===== src/rtl/btn_conditioner.sv =====
// btn_conditioner: synchronize and debounce N buttons, emit press/release pulses and optional toggle.
// Define BTN_TOGGLE_EN to build the press-toggled btn_toggle output; otherwise it is tied to 0.
module btn_conditioner #(
  parameter int N      = 3,
  parameter int DB_CNT = 1000000,
  parameter int CNT_W  = 20
) (
  input  logic         clk,
  input  logic         rst,
  input  logic [N-1:0] btn_raw,
  output logic [N-1:0] btn_level,
  output logic [N-1:0] btn_press,
  output logic [N-1:0] btn_release,
  output logic [N-1:0] btn_toggle
);
  typedef enum logic {STABLE_LO = 1'b0, STABLE_HI = 1'b1} state_t;
  logic [N-1:0] sync0, sync1;
  always_ff @(posedge clk) begin
    if (rst) begin
      sync0 <= '0;
      sync1 <= '0;
    end else begin
      sync0 <= btn_raw;
      sync1 <= sync0;
    end
  end
  for (genvar i = 0; i < N; i++) begin : g_ch
    state_t state, state_nx;
    logic [CNT_W-1:0] cnt, cnt_nx;
    logic differ, flip, press, release_p;
    always_comb begin
      differ   = sync1[i] != (state == STABLE_HI);
      flip     = differ && (cnt == CNT_W'(DB_CNT - 1));
      state_nx = flip ? (state == STABLE_LO ? STABLE_HI : STABLE_LO) : state;
      cnt_nx   = (!differ || flip) ? '0 : cnt + CNT_W'(1);
    end
    always_ff @(posedge clk) begin
      if (rst) begin
        state     <= STABLE_LO;
        cnt       <= '0;
        press     <= 1'b0;
        release_p <= 1'b0;
      end else begin
        state     <= state_nx;
        cnt       <= cnt_nx;
        press     <= flip && (state == STABLE_LO);
        release_p <= flip && (state == STABLE_HI);
      end
    end
    assign btn_level[i]   = state == STABLE_HI;
    assign btn_press[i]   = press;
    assign btn_release[i] = release_p;
`ifdef BTN_TOGGLE_EN
    logic tog;
    always_ff @(posedge clk) begin
      if (rst) tog <= 1'b0;
      else     tog <= tog ^ press;
    end
    assign btn_toggle[i] = tog;
`else
    assign btn_toggle[i] = 1'b0;
`endif
  end
endmodule

===== config.mk =====
export PLATFORM = sky130hd
export DESIGN_NAME = btn_conditioner
export DESIGN_NICKNAME = d
export VERILOG_FILES = /design/src/rtl/btn_conditioner.sv
export SDC_FILE = /design/constraint.sdc
export NUM_CORES = 1
export LEC_CHECK = 0
export CORE_UTILIZATION = 35
export DETAILED_ROUTE_END_ITERATION = 10
export PLACE_DENSITY_LB_ADDON = 0.15
export SLEW_MARGIN = 20
export SYNTH_ARGS = -nofsm -noshare
export SYNTH_HDL_FRONTEND = slang
export SYNTH_SLANG_ARGS = --single-unit

===== constraint.sdc =====
create_clock -name clk -period 3 [get_ports clk]
set_clock_uncertainty 0.2 [all_clocks]
set_input_delay 0.9 -clock clk [delete_from_list [all_inputs] [get_ports clk]]
set_output_delay 0.9 -clock clk [all_outputs]
set_load 0.05 [all_outputs]

## Yosys cells after proc, flatten, opt, wreduce, memory -nomap -nowiden

Cells that the tools add are included.

| cells by class | value |
|---|---|
| add/sub/neg operators | 3 |
| multiplexer cells | 3 |
| bitwise gates (word level) | 3 |
| reductions and logical operators | 18 |
| equality and inequality tests | 6 |

Operator list:

| operator | number |
|---|---|
| 20-bit by 1-bit adder with 20-bit output, second input constant | 3 |
| 20-bit equality test, second input constant | 3 |
| 1-bit logical AND | 9 |
| 2-bit OR reduction | 3 |
| 1-bit logical NOT | 3 |
| 1-bit logical OR | 3 |
| 1-bit two-way mux | 3 |
| 1-bit inequality test | 3 |
| 1-bit inverter | 3 |

| storage, ports and cells | value |
|---|---|
| input bits | 5 |
| output and inout port bits | 12 |
| register bits after elaboration | 75 |

## Depth between registers and ports, before layout

Gate-level depths: netlist (run 1).

| depth | value |
|---|---|
| word-level depth | 4 |
| gate-level depth with buffers | 7 |
| depth with buffers taken out | 5 |

## Worst setup path before layout (run 1)

Ideal clock, no wire load.

| path | value |
|---|---|
| path type | reg-to-reg |
| start point | register g_ch[1].cnt[0] |
| end point | register g_ch[1].cnt[18] |
| path buffers | 1 |
| data required time | 2730 ps |
| path slack | 894 ps |
| data arrival time | 1836 ps |
| cell stages (with the launch flop) | 7 |
| cell sequence | dfxtp_1 ha_1 nand2_1 or3_2 clkbuf_1 or4_1 a21oi_1 |

| on the way | value |
|---|---|
| cells in the longest elaborated chain, start to end | 4 |
| elaborated cells on any way between the ends | 5 |

Ends and longest elaborated chain:

| element | line | RTL |
|---|---|---|
| from (decl) | 29 | `logic [CNT_W-1:0] cnt, cnt_nx;` |
| from (signal assigned) | 45 | `cnt <= cnt_nx;` |
| parallel branches: the longest is 4 deep, another holds 20-bit by 1-bit adder with 20-bit output | n/a |  |

Parallel ways; which one is timed is not known.
A chain may end at the register's enable or synchronous reset.

## Worst setup path after layout (run 1)

| path | value |
|---|---|
| start point | register g_ch[2].state |
| end point | output btn_level[2] |

RTL lines:

| element | line | RTL |
|---|---|---|
| from (decl) | 28 | `state_t state, state_nx;` |
| from (signal assigned) | 44 | `state <= state_nx;` |
| to (decl) | 11 | `output logic [N-1:0] btn_level,` |

No word-level cell between the ends.

==> results of run 1 <==
==> state kept, by name, summed over array words and instances (netlist names) <==
name / cells
g_ch.cnt: 60
g_ch.press: 3
g_ch.release_p: 3
g_ch.state: 3
sync0: 3
sync1: 3
==> layer usage <==
layer  vias to the layer above  track usage [%]  part of all wire (%)
li1                       1311                -                     -
met1                      1120             16.6                    51
met2                        25             20.9                    44
met3                         7             5.69                   3.7
met4                         0             4.01                   1.3
met5                         -                0                     0
==> stage by stage <==
| step | instance area [um2] | std cells | total power, uW | util, % | setup slack (ns) |
|---|---|---|---|---|---|
| after floorplan | 3410 | 383 | 1050 | - | 0.894 |
| after global placement | 3560 | 502 | 1060 | 38.1 | 0.395 |
| after detailed placement | 3560 | 502 | 1060 | 38.1 | 0.367 |
| after CTS | 3750 | 518 | 1840 | 40.2 | 0.215 |
| after global routing | 3750 | 518 | 1900 | 40.2 | 0.157 |
| final | 3750 | 518 | 1800 | 40.2 | 0.257 |
==> Yosys cell counts (2+ instances only) <==
| cell | number | area, um2 |
|---|---|---|
| sky130_fd_sc_hd__a21oi_1 | 15 | 75.1 |
| sky130_fd_sc_hd__a21oi_2 | 6 | 52.6 |
| sky130_fd_sc_hd__and3_1 | 3 | 18.8 |
| sky130_fd_sc_hd__and3b_1 | 2 | 17.5 |
| sky130_fd_sc_hd__and4_1 | 2 | 17.5 |
| sky130_fd_sc_hd__buf_4 | 13 | 97.6 |
| sky130_fd_sc_hd__buf_6 | 3 | 33.8 |
| sky130_fd_sc_hd__clkbuf_1 | 10 | 37.5 |
| sky130_fd_sc_hd__dfxtp_1 | 75 | 1500 |
| sky130_fd_sc_hd__ha_1 | 3 | 37.5 |
| sky130_fd_sc_hd__inv_1 | 16 | 60.1 |
| sky130_fd_sc_hd__nand2_1 | 19 | 71.3 |
| sky130_fd_sc_hd__nand3_1 | 19 | 95.1 |
| sky130_fd_sc_hd__nand3_2 | 2 | 20.0 |
| sky130_fd_sc_hd__nand4_1 | 8 | 50.1 |
| sky130_fd_sc_hd__nor2_1 | 37 | 139 |
| sky130_fd_sc_hd__nor2_2 | 14 | 87.6 |
| sky130_fd_sc_hd__nor2b_1 | 6 | 37.5 |
| sky130_fd_sc_hd__nor3_1 | 9 | 45.0 |
| sky130_fd_sc_hd__nor4_1 | 8 | 50.1 |
| sky130_fd_sc_hd__nor4b_1 | 3 | 26.3 |
| sky130_fd_sc_hd__o21a_1 | 2 | 15.0 |
| sky130_fd_sc_hd__o21ai_0 | 13 | 65.1 |
| sky130_fd_sc_hd__o21ba_1 | 2 | 20.0 |
| sky130_fd_sc_hd__o31ai_1 | 8 | 60.1 |
| sky130_fd_sc_hd__or2_2 | 4 | 25.0 |
| sky130_fd_sc_hd__or3_1 | 12 | 75.1 |
| sky130_fd_sc_hd__or3_2 | 3 | 22.5 |
| sky130_fd_sc_hd__or4_1 | 12 | 90.1 |
| sky130_fd_sc_hd__or4_4 | 2 | 22.5 |
| sky130_fd_sc_hd__or4b_1 | 3 | 30.0 |
| sky130_fd_sc_hd__xnor2_1 | 31 | 272 |
| sky130_fd_sc_hd__xor2_1 | 6 | 52.6 |
==> worst max-delay path by stage <==
stage,startpoint,to,slack (ns),cells past startpoint
floorplan,g_ch[1].cnt[0]$_SDFF_PP0_,g_ch[1].cnt[18]$_SDFF_PP0_,0.89,6
global placement,rst,g_ch[0].cnt[13]$_SDFF_PP0_,0.39,5
detailed placement,rst,g_ch[0].cnt[13]$_SDFF_PP0_,0.37,5
CTS,g_ch[2].state$_SDFFE_PP0P_,btn_level[2],0.21,1
global route,g_ch[2].state$_SDFFE_PP0P_,btn_level[2],0.16,1
finish,g_ch[2].state$_SDFFE_PP0P_,btn_level[2],0.26,1
==> cell type report <==
type	count	area share, %
multi-input cells	266	44.8
clock buffers	12	3.87
inverters	16	1.60
clock inverters	4	1.33
flip-flops and latches	75	40.0
repair buffers	16	4.07
well taps	129	4.30
==> logic make-up after synthesis <==
logic type / after synthesis
AO/OA/AOI/OAI: 49
XOR/XNOR: 37
adder cells (fa/ha/maj): 3
buffers and inverters: 42
flip-flops: 75
other: 1
AND/OR/NAND/NOR: 174
==> power groups by stage <==
stage / logic (uW) / registers, uW / clock network [uW]
6_report: 32.8 / 1000 / 770
5_1_grt: 36.5 / 1000 / 856
4_1_cts: 33.4 / 1000 / 808
3_5_place_dp: 33.2 / 1030 / 0
3_3_place_gp: 33.1 / 1030 / 0
2_1_floorplan: 28.5 / 1030 / 0
==> qor.txt, run 1 <==
Dominant register cell in the synthesized netlist: sky130_fd_sc_hd__dfxtp_1
Port Buf Inserts: 13
Buffer count from post-CTS setup fixing: 0
CTS Hold Buffers Added: 0
Post-synth EDFFs: 0
Sw Pwr: 388 uW
Startpoint of the most critical hold path: sync0[1]$_SDFF_PP0_
Data arrival time of the worst path: 1.64 ns
Summed negative setup slack over all endpoints: 0 ns
Worst endpoint required time: 1.90 ns
Sequential share of the synthesized area: 44.1%
Multi-input combinational cell area: 1680 um2
Initial drt markers: 55
Router iterations before antenna repair: 4
Number of warnings issued by yosys: 0
Worst setup SP type: register
Type of element capturing the critical path: primary output
Number of max-slew violations in the final report: 0
Worst Hold Class: register to register
Buffer type at the clock tree root: sky130_fd_sc_hd__clkbuf_8
Fraction of synthesized cell area in xor and xnor cells: 9.52%
Clock power frac: 42.6%
Total setup violations reported at the end of the flow: 0
Antenna diode count: 0
Hold Path End: sync1[1]$_SDFF_PP0_
Wire length of the first global-routing pass: 10600 um
Via count: 2463
Worst Hold Slack: 0.241 ns
Critical path's largest stage delay: 0.85 ns
Antenna-violating nets left: 0
Wirelength, routed: 5990 um
Commonest non-fill, non-tap cells in the layout: 75 x sky130_fd_sc_hd__dfxtp_1, 37 x sky130_fd_sc_hd__nor2_1, 31 x sky130_fd_sc_hd__xnor2_1
Later-pin clock latency in the skew report: 0.35 ns
Final weighted congestion in routability-driven placement: 0.735
Leakage power total: 0.00105 uW
Unrepaired setup endpoints after global routing: false
Area share of and/or/nand/nor cells after synthesis: 29.1%
TritonCTS clock tree: yes
Fraction of the mapped netlist area in compound gates: 9.34%
Largest net degree at the start of global routing: 21
Main combinational cell family by area after synthesis: simple AND/OR/NAND/NOR gates
Terminus of the critical flop-to-flop path: g_ch[0].cnt[5]$_SDFF_PP0_
Slew @ Worst Pin: 0.505 ns
Clock slew at reported path FFs: 0.07 ns
Antenna violations before repair: 0
Int Power: 1420 uW
Switching fraction of total power: 21.5%
DIE HEIGHT: 101 um
Most common cell after layout, fill and taps aside: sky130_fd_sc_hd__dfxtp_1
Tcrit/Tclk final: 91.4%
Total of flip-flops plus latches after synthesis: 75
Total number of nets in the final design: 392
Via count normalized by instance count: 4.75
Total global routing overflow: 0
Number of global-route vias before repair: 2287
Placed wire-length estimate after detailed placement: 4120 um
TritonCTS Buffers: 9
Number of inserted filler cells in the final layout: 955
Layout cell share with drive strength beyond 1: 13.6%
Initial Util: 36.5%
Combinational share of power: 1.8%
# rows: 35
Top Ports: 17
Max-Slew Margin vs Limit: 66.2%
Area of the die: 10100 um2
Count of endpoints failing hold in the final timing report: 0
Average cell area after synthesis: 8.93 um2
Post-CTS sizing: 0
Post-Synthesis Cell Area: 3400 um2
Reg-to-reg startpoint: g_ch[0].cnt[12]$_SDFF_PP0_
Gr usage total: 13.3%
Number of cells produced by synthesis: 381
Synth Area in Adders: 1.10%
Proportion of power drawn by flip-flops and latches: 55.5%
Worst IR drop on VDD: 0.187 mV
Number of library cell types mapped by synthesis: 43
Achievable Freq: 365 MHz
Type of the worst setup path: register to primary output
Gate family responsible for the most delay along the worst path: buffers and inverters
Proportion of synthesized flip-flops having asynchronous set or reset: 0%
Result of the run: finished, final reports clean
Max cap viols: 0
Depth of the worst register-to-register path: 5
Chip width: 101 um
Reg area: 1500 um2
Max Root-Sink Buffers: 2
Top fanout value on the critical path: 5
DRC viols: 0
Critical path buffers and inverters: 1
Multiplexer area fraction after synthesis: 0%
Num Clock Sinks: 75
Core Area: 9330 um2
Hold path depth: 1
Slowest cell on the critical path: sky130_fd_sc_hd__clkdlybuf4s50_1
Minimum setup slack among reg-to-reg paths: 0.67 ns
Total power per unit cell area: 481 nW/um2
Final period demand of the worst path: 2.74 ns
CP cell instances: clkdlybuf4s50_1
H-Tree Depth: 3
Growth of design area from synthesis to finish: 10.2%
Post-detailed-route wirelength per cell: 11.6 um
Note: power is estimated with default switching activity, not from simulation.
==> run 2, diff against run 1 <==
--- a/config.mk
+++ b/config.mk
@@ -7,8 +7,10 @@
 export LEC_CHECK = 0
 export CORE_UTILIZATION = 35
 export DETAILED_ROUTE_END_ITERATION = 10
+export GPL_TIMING_DRIVEN = 0
 export PLACE_DENSITY_LB_ADDON = 0.15
 export SLEW_MARGIN = 20
 export SYNTH_ARGS = -nofsm -noshare
 export SYNTH_HDL_FRONTEND = slang
 export SYNTH_SLANG_ARGS = --single-unit
+export TNS_END_PERCENT = 10
==> qor.txt, run 2 (synthesized netlist as in run 1, its figures left out) <==
H-Tree Depth: 3 (unchanged)
Core Util, Final: 41.4% (+1.2 points)
Largest Register: g_ch.cnt
Num Clock Sinks: 75 (unchanged)
Clock slew at reported path FFs: 0.07 ns (about the same)
Post-detailed-route wirelength per cell: 10.9 um (-5.4%)
Port Buf Inserts: 13 (unchanged)
Placed cell count: 525 (+4.6%)
Number of max-slew violations in the final report: 0 (unchanged)
Later-pin clock latency in the skew report: 0.34 ns (about the same)
Result of the run: finished, final reports clean
Max Root-Sink Buffers: 2 (unchanged)
Count of endpoints failing hold in the final timing report: 0 (unchanged)
Number of non-filler instances in the completed layout: 540 (+4.2%)
Buffer count from post-CTS setup fixing: 0 (unchanged)
Final weighted congestion in routability-driven placement: 0.771 (+4.9%)
Max cap viols: 0 (unchanged)
CTS Hold Buffers Added: 0 (unchanged)
Core Area: 9330 um2 (unchanged)
Antenna-violating nets left: 0 (unchanged)
Total setup violations reported at the end of the flow: 0 (unchanged)
Max FFs per register: 60 (unchanged)
Worst IR drop on VDD: 0.197 mV (+5.3%)
Largest net degree at the start of global routing: 12 (-43%)
Total number of nets in the final design: 415 (+5.9%)
TritonCTS Buffers: 9 (unchanged)
Antenna violations before repair: 0 (unchanged)
Commonest non-fill, non-tap cells in the layout: 75 x sky130_fd_sc_hd__dfxtp_1, 37 x sky130_fd_sc_hd__nor2_1, 31 x sky130_fd_sc_hd__xnor2_1
Initial Util: 36.5% (unchanged)
Slowest cell on the critical path: sky130_fd_sc_hd__clkdlybuf4s50_1
Post-CTS sizing: 0 (unchanged)
Growth of design area from synthesis to finish: 13.5%
Top fanout value on the critical path: 5 (unchanged)
Worst Hold Class: register to register
Top Ports: 17 (unchanged)
Type of element capturing the critical path: primary output
Final period demand of the worst path: 2.81 ns (+0.0667 ns)
Number of inserted filler cells in the final layout: 959 (+0.42%)
Data arrival time of the worst path: 1.71 ns (+0.07 ns)
Wirelength, routed: 5900 um (-1.4%)
Number of global-route vias before repair: 2391 (+4.5%)
Unrepaired setup endpoints after global routing: false
CP cell instances: buf_4, clkdlybuf4s50_1
Buffer type at the clock tree root: sky130_fd_sc_hd__clkbuf_8
Achievable Freq: 356 MHz (-2.4%)
DIE HEIGHT: 101 um (unchanged)
Critical path's largest stage delay: 0.80 ns (-0.05 ns)
Most common cell after layout, fill and taps aside: sky130_fd_sc_hd__dfxtp_1
Tcrit/Tclk final: 93.6% (+2.2 points)
TritonCTS clock tree: yes
Worst endpoint required time: 1.90 ns (about the same)
Layout cell share with drive strength beyond 1: 15.6% (+1.9 points)
# rows: 35 (unchanged)
Leakage power total: 0.00112 uW (+7.0%)
Total power per unit cell area: 441 nW/um2 (-8.2%)
Via count: 2584 (+4.9%)
Summed negative setup slack over all endpoints: 0 ns (unchanged)
Slew @ Worst Pin: 0.502 ns (-0.00257 ns)
Worst setup SP type: register
Area of the die: 10100 um2 (unchanged)
Placed wire-length estimate after detailed placement: 4240 um (+3.0%)
Type of the worst setup path: register to primary output
Via count normalized by instance count: 4.79 (+0.64%)
Wire length of the first global-routing pass: 10500 um (-0.20%)
DRC viols: 0 (unchanged)
Total global routing overflow: 0 (unchanged)
Chip width: 101 um (unchanged)
Antenna diode count: 0 (unchanged)
Minimum setup slack among reg-to-reg paths: 0.70 ns (+0.03 ns)
Gr usage total: 13.2% (-0.12 points)
Router iterations before antenna repair: 5 (+1)
Initial drt markers: 62 (+13%)
Max-Slew Margin vs Limit: 66.4% (+0.17 points)
[run 2: cell types whose count changed in the layout (fill, tap and decap cells not counted), sizes merged]
| cell | change |
|---|---|
| buf | +13 |
| bufinv | -1 |
| clkbuf | +11 |
| clkinvlp | -1 |
[run 2: worst paths after layout]
kind,startpoint,to,depth (start not counted)
max reg2reg,g_ch[2].cnt[0]$_SDFF_PP0_,g_ch[2].cnt[3]$_SDFF_PP0_,6
min reg2reg,sync0[0]$_SDFF_PP0_,sync1[0]$_SDFF_PP0_,1
max,g_ch[2].state$_SDFFE_PP0P_,btn_level[2],2
min,sync0[0]$_SDFF_PP0_,sync1[0]$_SDFF_PP0_,1
[run 2: critical path: cells and delay by family (launching register included)]
family / cells / cell delay [ns]
buffers and inverters: 2 / 0.95
DFF: 1 / 0.42
[run 2: power by group]
| part | internal, uW | switching (uW) |
|---|---|---|
| sequential | 1000 | 2.86 |
| combinational | 15.2 | 23.0 |
| clock | 318 | 347 |
| total | 1330 | 373 |
[run 2: final cells by class]
cell class / count / area [um2] / area share, %
clock inverters: 2 / 12.5 / 0.324
clock buffers: 13 / 149 / 3.85
inverters: 16 / 60.1 / 1.55
multi-input cells: 266 / 1680 / 43.5
flip-flops and latches: 75 / 1500 / 38.9
plain buffers: 26 / 169 / 4.37
well taps: 129 / 161 / 4.18
repair buffers: 13 / 130 / 3.37
[run 2: metrics by stage]
stage               instance area (um2)  worst slack (ns)  hold WS (ns)  total power, uW
finish                             3860             0.191         0.250             1710
global route                       3860             0.139         0.271             1780
CTS                                3860             0.162         0.255             1730
detailed placement                 3700            0.0708         0.233             1060
global placement                   3700            0.0840         0.218             1060
floorplan                          3410             0.894         0.214             1050
[run 2: per-layer routing]
metal / vias up / wire length (um) / track usage (%)
met5: - / 0 / 0
met4: 0 / 166 / 8.36
met3: 15 / 165 / 2.91
met2: 34 / 2570 / 20.6
met1: 1177 / 3000 / 16.5
li1: 1358 / - / -
==> run 3, diff against run 2 <==
--- a/config.mk
+++ b/config.mk
@@ -5,7 +5,7 @@
 export SDC_FILE = /design/constraint.sdc
 export NUM_CORES = 1
 export LEC_CHECK = 0
-export CORE_UTILIZATION = 35
+export CORE_UTILIZATION = 40
 export DETAILED_ROUTE_END_ITERATION = 10
 export GPL_TIMING_DRIVEN = 0
 export PLACE_DENSITY_LB_ADDON = 0.15
==> qor.txt, run 3 (synthesized netlist as in run 1, its figures left out) <==
Number of non-filler instances in the completed layout: 517 (-4.3%)
Core Area: 8220 um2 (-12%)
Layout cell share with drive strength beyond 1: 16.0% (+0.45 points)
Total global routing overflow: 0 (unchanged)
CP cell instances: buf_4, clkdlybuf4s50_1
Max cap viols: 0 (unchanged)
Largest net degree at the start of global routing: 13 (+1)
Wire length of the first global-routing pass: 10100 um (-4.2%)
Critical path's largest stage delay: 0.79 ns (about the same)
Wirelength, routed: 5780 um (-2.2%)
Critical path buffers and inverters: 2 (unchanged)
Via count normalized by instance count: 4.97 (+3.8%)
Final period demand of the worst path: 2.77 ns (-0.0387 ns)
Port Buf Inserts: 13 (unchanged)
# rows: 33 (-5.7%)
Placed wire-length estimate after detailed placement: 4190 um (-1.3%)
Placed cell count: 501 (-4.6%)
Top Ports: 17 (unchanged)
Largest Register: g_ch.cnt
Placement Cell Area: 3670 um2 (-0.81%)
DIE HEIGHT: 94.2 um (-6.3%)
Max Root-Sink Buffers: 2 (unchanged)
Antenna diode count: 0 (unchanged)
Number of max-slew violations in the final report: 0 (unchanged)
Chip width: 94.2 um (-6.3%)
Worst IR drop on VDD: 0.260 mV (+32%)
Later-pin clock latency in the skew report: 0.34 ns (about the same)
TritonCTS clock tree: yes
Result of the run: finished, final reports clean
Most common cell after layout, fill and taps aside: sky130_fd_sc_hd__dfxtp_1
DRC viols: 0 (unchanged)
Minimum setup slack among reg-to-reg paths: 0.67 ns (-0.03 ns)
Post-CTS sizing: 0 (unchanged)
Area of all placed cells without fillers: 3890 um2 (+0.71%)
Growth of design area from synthesis to finish: 14.3%
Antenna violations before repair: 0 (unchanged)
Total number of nets in the final design: 415 (unchanged)
Tcrit/Tclk final: 92.4% (-1.3 points)
CTS Hold Buffers Added: 0 (unchanged)
TritonCTS Buffers: 9 (unchanged)
Type of element capturing the critical path: primary output
Count of endpoints failing hold in the final timing report: 0 (unchanged)
Worst Hold Class: register to register
Type of the worst setup path: register to primary output
H-Tree Depth: 3 (unchanged)
Worst endpoint required time: 1.90 ns (about the same)
Gate family responsible for the most delay along the worst path: buffers and inverters
Max FFs per register: 60 (unchanged)
Slowest cell on the critical path: sky130_fd_sc_hd__clkdlybuf4s50_1
Data arrival time of the worst path: 1.67 ns (-0.04 ns)
Total setup violations reported at the end of the flow: 0 (unchanged)
Unrepaired setup endpoints after global routing: false
Final weighted congestion in routability-driven placement: 0.735 (-4.6%)
Commonest non-fill, non-tap cells in the layout: 75 x sky130_fd_sc_hd__dfxtp_1, 37 x sky130_fd_sc_hd__nor2_1, 31 x sky130_fd_sc_hd__xnor2_1
Summed negative setup slack over all endpoints: 0 ns (unchanged)
Clock slew at reported path FFs: 0.07 ns (about the same)
Leakage power total: 0.00115 uW (+2.8%)
Initial drt markers: 105 (+69%)
Worst setup SP type: register
Router iterations before antenna repair: 4 (-1)
Final Power: 1890 uW (+11%)
Achievable Freq: 361 MHz (+1.4%)
Buffer count from post-CTS setup fixing: 0 (unchanged)
Top fanout value on the critical path: 5 (unchanged)
Gr usage total: 14.6% (+1.4 points)
Via count: 2569 (-0.58%)
Post-detailed-route wirelength per cell: 11.2 um (+2.2%)
Total power per unit cell area: 485 nW/um2 (+9.9%)
Area of the die: 8880 um2 (-12%)
Initial Util: 41.4% (+4.9 points)
Number of global-route vias before repair: 2216 (-7.3%)
Buffer type at the clock tree root: sky130_fd_sc_hd__clkbuf_8
Antenna-violating nets left: 0 (unchanged)
Num Clock Sinks: 75 (unchanged)
[run 3: through the flow]
stage / hold WS (ns) / utilization, % / setup WS (ns)
2_1_floorplan: 0.214 / - / 0.894
3_3_place_gp: 0.222 / 44.7 / 0.158
3_5_place_dp: 0.223 / 44.7 / 0.138
4_1_cts: 0.240 / 47.4 / 0.196
5_1_grt: 0.251 / 47.4 / 0.139
6_report: 0.238 / 47.4 / 0.229
[run 3: final timing paths]
path	startpoint	to	depth (start not counted)
setup reg to reg	g_ch[2].cnt[0]$_SDFF_PP0_	g_ch[2].cnt[8]$_SDFF_PP0_	6
setup / recovery	g_ch[2].state$_SDFFE_PP0P_	btn_level[2]	2
hold / removal	sync0[1]$_SDFF_PP0_	sync1[1]$_SDFF_PP0_	1
hold reg to reg	sync0[1]$_SDFF_PP0_	sync1[1]$_SDFF_PP0_	1
[run 3: report_power, final]
part / total [uW] / internal (uW) / switching, uW
sequential: 1000 / 1000 / 2.58
clock: 847 / 492 / 355
combinational: 38.5 / 15.3 / 23.2
total: 1890 / 1510 / 381
[run 3: cell type report]
type	instances	area, um2
buffer	26	169
timing repair buffer	13	130
inverter	16	60.1
clock inverter	4	73.8
clock buffer	12	145
sequential	75	1500
multi-input combinational	266	1680
tap	105	131
fill	810	4330
[run 3: worst reg2reg max path, delay by kind of cell (launching register included)]
family / cells / cell delay [ns]
AOI/OAI and AO/OA: 1 / 0.19
and+or+nand+nor: 3 / 0.81
buffers and inverters: 1 / 0.38
adders and majority gates: 1 / 0.25
DFF: 1 / 0.36
[run 3: per-layer routing]
layer | vias up | part of all wire, % | global-route usage [%]
li1 | 1366 | - | -
met1 | 1156 | 52 | 19.6
met2 | 39 | 43 | 21.7
met3 | 8 | 4.2 | 4.85
met4 | 0 | 1.5 | 5.00
met5 | - | 0 | 0
==> variant, RTL diff (settings of run 1) <==
Build with the macro `BTN_TOGGLE_EN` defined.
--- a/src/rtl/btn_conditioner.sv
+++ b/src/rtl/btn_conditioner.sv
@@ -1,4 +1,6 @@
 // btn_conditioner: synchronize and debounce N buttons, emit press/release pulses and optional toggle.
 // Define BTN_TOGGLE_EN to build the press-toggled btn_toggle output; otherwise it is tied to 0.
+`define BTN_TOGGLE_EN
+
 module btn_conditioner #(
   parameter int N      = 3,
Check against the original RTL: same outputs for any inputs over 10 cycles, from zero or initial values and one cycle with rst high; that may be too few to reach the edited logic, so the function may still have changed.
==> variant against run 1 <==
  * Critical path depth unchanged
  * Power rose by 2.7%
  * Area after synthesis grew 3.9%
  * Sequential cell count grew 3
  * Final area rose by 4.3%
  * Wire length increased by 6.0%
  * Sequential share of layout area decreased by 0.12 points
  * Setup slack better by 47 ps
  * Via count is 6.7% higher
  * Sequential power grew 4%
  * Critical path type unchanged
  * Register-to-register slack worse by 190 ps
  * Highest routed layer unchanged
==> variant: results (changes against run 1) <==
Critical path
  • Worst r2r dst: g_ch[0].cnt[3]$_SDFF_PP0_ (was g_ch[0].cnt[5]$_SDFF_PP0_)
  • Worst Path Arrival: 1600 ps (was 1640 ps)
  • Worst Reg-to-Reg Cells: 4 (was 5)

Synth
  • Post-synthesis sequential area ratio: 44.2% (was 44.1%)
  • Synth area leaders: dfxtp_1 (44%), xnor2_1 (7.7%), nor2_1 (3.9%), nand3_1 (2.8%), or3_1 (2.8%) (was dfxtp_1 (44%), xnor2_1 (8.0%), nor2_1 (4.1%), buf_4 (2.9%), nand3_1 (2.8%))
  • Most instantiated cells after synthesis: dfxtp_1 (78), nor2_1 (37), xnor2_1 (31), nand2_1 (21), nand3_1 (20) (was dfxtp_1 (75), nor2_1 (37), xnor2_1 (31), nand2_1 (19), nand3_1 (19))

Place
  • Area after DPL: 3710 sq um (was 3560 sq um)
  • IO Port Bufs: 16 (was 13)
  • Post-DP HPWL: 4430 um (was 4120 um)
  • Cells after DPL: 522 (was 502)
  • GP Congestion: 0.743 (was 0.735)

Route
  • M1 WL: 3340 um (was 3050 um)
  • Mean routed wirelength per cell: 11.8 um (was 11.6 um)
  • Met3 wire len: 191 um (was 224 um)
  • Routed wire length: 6350 um (was 5990 um)
  • Metal2 WL: 2710 um (was 2640 um)
  • Via density per instance: 4.89 (was 4.75)

Status
  • Status: finished, final reports clean (unchanged)

Power
  • Combinational share of power: 1.4% (was 1.8%)
  • VDD IR-drop max: 0.175 mV (was 0.187 mV)
  • Net Switching: 0.000396 W (was 0.000388 W)

Timing
  • Fin crit share: 89.8% (was 91.4%)
  • Hold Slack: 239 ps (was 241 ps)

GRT
  • Vias in the first global route: 2,333 (was 2,287)
  • GR Util met3: 3.12% (was 5.69%)
  • Met2 Resource Use GR: 19.7% (was 20.9%)
  • First-pass GRT wire length: 11,000 um (was 10,600 um)
  • Gr usage total: 13.4% (was 13.3%)
  • GR Util met1: 18.5% (was 16.6%)

Cells and area
  • Share of layout cells above drive strength 1: 12.3% (was 13.6%)
  • Nets: 408 (was 392)

Worst hold path
  • Hold Path End: sync1[0]$_SDFF_PP0_ (was sync1[1]$_SDFF_PP0_)
==> variant: cell types whose count changed after synthesis, moves of 2 or more <==
cell / delta
clkbuf_1: -5
buf_2: +4
or3_1: +4
dfxtp_1: +3
or3_2: -3
a21oi_1: +2
nand2_1: +2
nand4_1: +2
nor3_1: +2
or2_2: -2
==> variant: area by class of cell <==
type / instances / area share [%]
Multi-Input combinational cell: 274 / 44.2
Tap cell: 133 / 4.25
Inverter: 17 / 1.63
Clock buffer: 11 / 3.61
Timing Repair Buffer: 20 / 4.86
Sequential cell: 78 / 39.9
Clock inverter: 5 / 1.50
==> variant: logic make-up (layout without fill, tap and decap cells) <==
group                    after synthesis  in the layout  share of synthesized area [%]
AO/OA/AOI/OAI                         53             53                           9.63
XOR/XNOR                              38             38                           9.42
adder cells (fa/ha/maj)                3              3                           1.06
buffers and inverters                 43             53                           6.87
flip-flops                            78             78                           44.2
AND/OR/NAND/NOR                      180            180                           28.8
